**src/rtl/sync_fifo_fwft_if.sv**
```systemverilog
// Stream handshake bundle for sync_fifo_fwft: one write side and one read side.
//
// Handshake rule for both sides: a word moves on a rising edge where valid and
// ready are both high. The source holds valid and data steady until that edge,
// and valid never waits on ready. The sink may raise or lower ready freely.
interface sync_fifo_fwft_if #(
    parameter int WIDTH = 8
);
    logic             in_valid;
    logic             in_ready;
    logic [WIDTH-1:0] in_data;
    logic             out_valid;
    logic             out_ready;
    logic [WIDTH-1:0] out_data;

    // Producer/consumer side: drives writes and accepts reads.
    modport master (
        output in_valid,
        output in_data,
        output out_ready,
        input  in_ready,
        input  out_valid,
        input  out_data
    );

    // FIFO side.
    modport slave (
        input  in_valid,
        input  in_data,
        input  out_ready,
        output in_ready,
        output out_valid,
        output out_data
    );
endinterface

```
**src/rtl/sync_fifo_fwft.sv**
```systemverilog
// Single-clock first-word-fall-through FIFO with occupancy flags, synchronous
// flush and a high-water-mark monitor. The head word is read straight out of
// the storage array, so a word written at one edge is visible the next cycle.
module sync_fifo_fwft #(
    parameter int WIDTH         = 8,
    parameter int DEPTH         = 16,
    parameter int AFULL_THRESH  = DEPTH - 2,
    parameter int AEMPTY_THRESH = 1,
    localparam int CW           = $clog2(DEPTH) + 1
) (
    input  logic                 clk,
    input  logic                 rst,
    input  logic                 flush,
    sync_fifo_fwft_if.slave      bus,
    output logic [CW-1:0]        count,
    output logic                 almost_full,
    output logic                 almost_empty,
    output logic [CW-1:0]        hwm,
    input  logic                 hwm_clr
);

    localparam int PW = $clog2(DEPTH);
    localparam logic [CW-1:0] FULL_CNT   = CW'(DEPTH);
    localparam logic [CW-1:0] AFULL_CNT  = CW'(AFULL_THRESH);
    localparam logic [CW-1:0] AEMPTY_CNT = CW'(AEMPTY_THRESH);

    // Pointer wrap relies on DEPTH being a power of two.
    if ((DEPTH < 2) || ((DEPTH & (DEPTH - 1)) != 0)) begin : g_bad_depth
        $error("sync_fifo_fwft: DEPTH must be a power of two and at least 2");
    end
    if ((AFULL_THRESH < 1) || (AFULL_THRESH > DEPTH)) begin : g_bad_afull
        $error("sync_fifo_fwft: AFULL_THRESH must be within 1..DEPTH");
    end
    if ((AEMPTY_THRESH < 0) || (AEMPTY_THRESH >= DEPTH)) begin : g_bad_aempty
        $error("sync_fifo_fwft: AEMPTY_THRESH must be within 0..DEPTH-1");
    end

    logic [WIDTH-1:0] mem [DEPTH];
    logic [PW-1:0]    wr_ptr;
    logic [PW-1:0]    rd_ptr;
    logic [CW-1:0]    count_q;
    logic [CW-1:0]    count_next;
    logic [CW-1:0]    hwm_q;
    logic [CW-1:0]    hwm_next;
    logic             wr_fire;
    logic             rd_fire;

    // Ready/valid come only from the stored occupancy: no write-through when
    // full and no bypass when empty, which keeps both sides free of
    // combinational paths into each other.
    assign bus.in_ready  = (count_q != FULL_CNT);
    assign bus.out_valid = (count_q != '0);
    assign bus.out_data  = mem[rd_ptr];

    assign wr_fire = bus.in_valid & bus.in_ready;
    assign rd_fire = bus.out_valid & bus.out_ready;

    assign count        = count_q;
    assign hwm          = hwm_q;
    assign almost_full  = (count_q >= AFULL_CNT);
    assign almost_empty = (count_q <= AEMPTY_CNT);

    // Next occupancy; flush discards any handshake presented in its cycle.
    always_comb begin
        count_next = count_q;
        if (flush) begin
            count_next = '0;
        end else begin
            case ({wr_fire, rd_fire})
                2'b10:   count_next = count_q + 1'b1;
                2'b01:   count_next = count_q - 1'b1;
                default: count_next = count_q;
            endcase
        end
    end

    // High-water mark follows the next occupancy; a clear restarts tracking
    // from that occupancy rather than from zero.
    always_comb begin
        hwm_next = hwm_q;
        if (hwm_clr) begin
            hwm_next = count_next;
        end else if (count_next > hwm_q) begin
            hwm_next = count_next;
        end
    end

    // Pointer, occupancy and high-water-mark registers.
    always_ff @(posedge clk) begin
        if (rst) begin
            wr_ptr  <= '0;
            rd_ptr  <= '0;
            count_q <= '0;
            hwm_q   <= '0;
        end else begin
            hwm_q <= hwm_next;
            if (flush) begin
                wr_ptr  <= '0;
                rd_ptr  <= '0;
                count_q <= '0;
            end else begin
                count_q <= count_next;
                if (wr_fire) begin
                    wr_ptr <= wr_ptr + 1'b1;
                end
                if (rd_fire) begin
                    rd_ptr <= rd_ptr + 1'b1;
                end
            end
        end
    end

    // Storage array; contents are deliberately left unreset.
    always_ff @(posedge clk) begin
        if (wr_fire && !flush && !rst) begin
            mem[wr_ptr] <= bus.in_data;
        end
    end

endmodule
```
**src/flat_wrapper.sv**
```systemverilog
// flat-port wrapper written by rule: the top's interface ports become plain ports
module sync_fifo_fwft_flat 
#(
    parameter int WIDTH         = 8,
    parameter int DEPTH         = 16,
    parameter int AFULL_THRESH  = DEPTH - 2,
    parameter int AEMPTY_THRESH = 1,
    localparam int CW           = $clog2(DEPTH) + 1
)
  (clk, rst, flush, count, almost_full, almost_empty, hwm, hwm_clr, bus_in_valid, bus_in_data, bus_out_ready, bus_in_ready, bus_out_valid, bus_out_data);
  sync_fifo_fwft_if #(.WIDTH(WIDTH)) bus_i ();
  input  logic clk;
  input  logic rst;
  input  logic flush;
  output logic [CW-1:0] count;
  output logic almost_full;
  output logic almost_empty;
  output logic [CW-1:0] hwm;
  input  logic hwm_clr;
  input wire logic [$bits(bus_i.in_valid)-1:0] bus_in_valid;
  input wire logic [$bits(bus_i.in_data)-1:0] bus_in_data;
  input wire logic [$bits(bus_i.out_ready)-1:0] bus_out_ready;
  output wire logic [$bits(bus_i.in_ready)-1:0] bus_in_ready;
  output wire logic [$bits(bus_i.out_valid)-1:0] bus_out_valid;
  output wire logic [$bits(bus_i.out_data)-1:0] bus_out_data;
  assign bus_i.in_valid = bus_in_valid;
  assign bus_i.in_data = bus_in_data;
  assign bus_i.out_ready = bus_out_ready;
  assign bus_in_ready = bus_i.in_ready;
  assign bus_out_valid = bus_i.out_valid;
  assign bus_out_data = bus_i.out_data;
  sync_fifo_fwft #(.WIDTH(WIDTH), .DEPTH(DEPTH), .AFULL_THRESH(AFULL_THRESH), .AEMPTY_THRESH(AEMPTY_THRESH)) u_core (.clk(clk), .rst(rst), .flush(flush), .bus(bus_i), .count(count), .almost_full(almost_full), .almost_empty(almost_empty), .hwm(hwm), .hwm_clr(hwm_clr));
endmodule
```
**config.mk**
```make
export PLATFORM = sky130hd
export DESIGN_NAME = sync_fifo_fwft_flat
export DESIGN_NICKNAME = d
export VERILOG_FILES = /design/src/rtl/sync_fifo_fwft_if.sv /design/src/rtl/sync_fifo_fwft.sv /design/src/flat_wrapper.sv
export SDC_FILE = /design/constraint.sdc
export NUM_CORES = 1
export LEC_CHECK = 0
export BUFFER_PORTS_ARGS = -buffer_cell sky130_fd_sc_hd__buf_2
export CAP_MARGIN = 20
export CELL_PAD_IN_SITES_DETAIL_PLACEMENT = 1
export CELL_PAD_IN_SITES_GLOBAL_PLACEMENT = 2
export CORE_UTILIZATION = 40
export DETAILED_ROUTE_END_ITERATION = 8
export GPL_ROUTABILITY_DRIVEN = 0
export HOLD_SLACK_MARGIN = 0.05
export PLACE_DENSITY_LB_ADDON = 0.1
export SETUP_SLACK_MARGIN = 0.15
export SKIP_LAST_GASP = 1
export SLEW_MARGIN = 20
export SYNTH_ARGS = -nofsm -noshare
export SYNTH_HDL_FRONTEND = slang
export SYNTH_SLANG_ARGS = --single-unit
```
**constraint.sdc**
```tcl
create_clock -name clk -period 8.2 [get_ports clk]
set_clock_uncertainty 0.15 [all_clocks]
set_input_delay 0.41 -clock clk [delete_from_list [all_inputs] [get_ports clk]]
set_output_delay 0.41 -clock clk [all_outputs]
set_load 0.05 [all_outputs]
```
==> results.json <==
{
  "maxSlewViolCount": 0,
  "port_buffers": 35,
  "start_util_pct": 41.0,
  "cellPowerDensity_mw_per_mm2": 246,
  "cp.required_ps": 8360,
  "final-setup-viol-count": 0,
  "postCtsSetupRepairBufs": 0,
  "synthTopCellsByCount": "edfxtp_1, mux4_2, nor2_1",
  "cp-end-kind": "register",
  "die_h_microns": 127,
  "synth_edf_count": 128,
  "synthArstFlopShare_pct": 0,
  "htreeDepth": 4,
  "period_minus_slack_ps": 3780,
  "wl_per_cell_microns": 23.8,
  "tightest_slew_ps": 1120,
  "finalHoldViolCount": 0,
  "slew_headroom_pct": 25.2,
  "synth_cell_types": 47,
  "cts_buffer_depth": 2,
  "cpMostUsedCell": "ha_1",
  "crit_chain": "inv_1 -> ha_1 -> nor4b_4 -> o211ai_1 -> a211oi_1 -> nor3_1 -> ha_1 -> nand4_1 -> o221a_2 -> or3_1 -> o41ai_1",
  "grt_pass1_wl_mm": 21.3,
  "clkTransAtPathRegs_ps": 60,
  "cp_max_fo": 8,
  "via_per_inst": 5.61,
  "hold_class": "in -> reg",
  "yosys-top-cells-area": "edfxtp_1, mux4_2, dfxtp_1",
  "criticalPathCategory": "reg -> reg",
  "rows": 45,
  "grt_max_degree": 33,
  "cts.sinks": 150,
  "cp_slowest_stage_delay_ps": 550,
  "yosysWarningCount": 0,
  "synth_most_common_cell": "edfxtp_1",
  "placed_area_sq_mm": 0.00659,
  "fin_util_pct": 47.5,
  "netlist_area_sq_mm": 0.00623,
  "drt-total-wl_mm": 14.1,
  "critPathTopFamily": "compound AO/OA/AOI/OAI gates",
  "tns_ps": 0,
  "grtUsageTotal_pct": 18.9,
  "cts_inserted_buffers": 17,
  "ir_worst_vdd_uv": 181,
  "synth-seq-cells": 150,
  "insertion_delay_ps": 430,
  "io-pin-count": 36,
  "cts_hold_buf": 0,
  "worst-path-buf-inv": 1,
  "die_x_microns": 127,
  "slowest_stage": "a211oi_1",
  "cts_tree": "yes",
  "cap_viol_max_count": 0,
  "drc": 0,
  "final_net_count": 422,
  "via_count": 3330,
  "finalWorstSetupSlack_ps": 4420,
  "grt_pass1_vias": 3462,
  "ctsRootBufferMaster": "clkbuf_16",
  "drt_iter0_drc": 249,
  "synthCells": 351,
  "drive_gt1_share_pct": 30.8,
  "pre_cts_slack_ps": 4440,
  "core_sq_mm": 0.0152,
  "design_area_sq_mm": 0.00722,
  "yosysTopAreaCellShare_pct": 61.7,
  "startpoint_type": "register",
  "antenna_found_initial": 0,
  "die-area_sq_mm": 0.0161,
  "dpl.hpwl_mm": 8.86,
  "cp.arrival_ps": 3940,
  "first_pass_iters": 4,
  "syn_nets": 380,
  "postSynthAreaPerCell_sq_um": 17.8,
  "synth-main-ff-cell": "edfxtp_1",
  "area_growth_pct": 15.8,
  "fin_crit_sh_pct": 46.1,
  "antenna_left": 0,
  "fmax_ghz": 0.265,
  "grt-ovfl-total": 0,
  "ys_seq_area_share_pct": 68.7,
  "rsz0062_at_grt": "no",
  "cts_repair_resize_count": 0,
  "power_leakage_nw": 2.39,
  "antennaDiodeCount": 0,
  "outcome": "finished clean",
  "synth_top_cell_by_area": "edfxtp_1"
}
through the flow:
| stage | power, W | hold WS (ps) | std cells |
|---|---|---|---|
| CTS | 0.00180 | 146 | 594 |
| global route | 0.00183 | 164 | 594 |
| floorplan | 0.000943 | 318 | 351 |
| detailed placement | 0.000981 | 349 | 562 |
| finish | 0.00178 | 185 | 594 |
| global placement | 0.000978 | 345 | 562 |
worst paths after layout:
check / depth (start not counted) / slack [ps] / end / startpoint
setup / recovery: 11 / 4420 / u_core.hwm[3] / u_core.count[1]
hold / removal: 2 / 190 / u_core.hwm[0] / rst
setup reg to reg: 11 / 4420 / u_core.hwm[3] / u_core.count[1]
hold reg to reg: 2 / 360 / u_core.rd_ptr[1] / u_core.rd_ptr[1]
placed cells by master (no fill, tap or decap), drive strengths merged, types with 2 or more instances in the layout:
master,instances
a211oi,6
o21ai,3
edfxtp,128
dfxtp,22
nor4b,2
o211ai,2
nor3,14
ha,15
or2,3
or3,3
xor2,3
o21a,3
a2111oi,2
o32ai,2
nor2,32
nand3,7
buf,39
bufinv,4
clkinv,6
nand2,9
clkbuf,20
nand2b,2
a21oi,3
xnor2,3
mux4,40
o41ai,3
inv,17
cell families after synthesis:
| kind of cell | count (synthesis) | share of synthesized area [%] |
|---|---|---|
| adders and majority gates | 15 | 3.01 |
| DFF | 150 | 68.7 |
| muxes | 42 | 14.8 |
| buffers and inverters | 32 | 2.29 |
| and+or+nand+nor | 79 | 6.52 |
| xor gates and xnor gates | 7 | 1.20 |
| AOI/OAI and AO/OA | 26 | 3.45 |
layout make-up:
class / count / area (sq um)
Multi-Input combinational cell: 169 / 1820
Sequential cell: 150 / 4290
Clock inverter: 12 / 176
Fill cell: 1447 / 7990
Timing Repair Buffer: 39 / 205
Tap cell: 188 / 235
Clock buffer: 20 / 437
Inverter: 16 / 60.1
sequential cells by signal (all words and copies together) (netlist names), named ones only:
register and count:
u_core.hwm 5, u_core.wr_ptr 4, u_core.mem 128, u_core.count 5, u_core.rd_ptr 4
power by group:
group	leakage, nW	internal [W]	switching (W)	total [W]
Combinational	0.764	0.0000412	0.0000853	0.000127
Sequential	1.33	0.000832	0.00000544	0.000838
Clock	0.296	0.000509	0.000303	0.000812
per-layer routing:
layer / vias up / track usage, % / share of wire, %
met5: - / 0 / 0
met4: 0 / 5.74 / 0.89
met3: 12 / 5.06 / 3.3
met2: 72 / 27.5 / 46
met1: 1767 / 27.9 / 50
li1: 1479 / - / -
No activity file was read; power rests on OpenSTA's default activity.
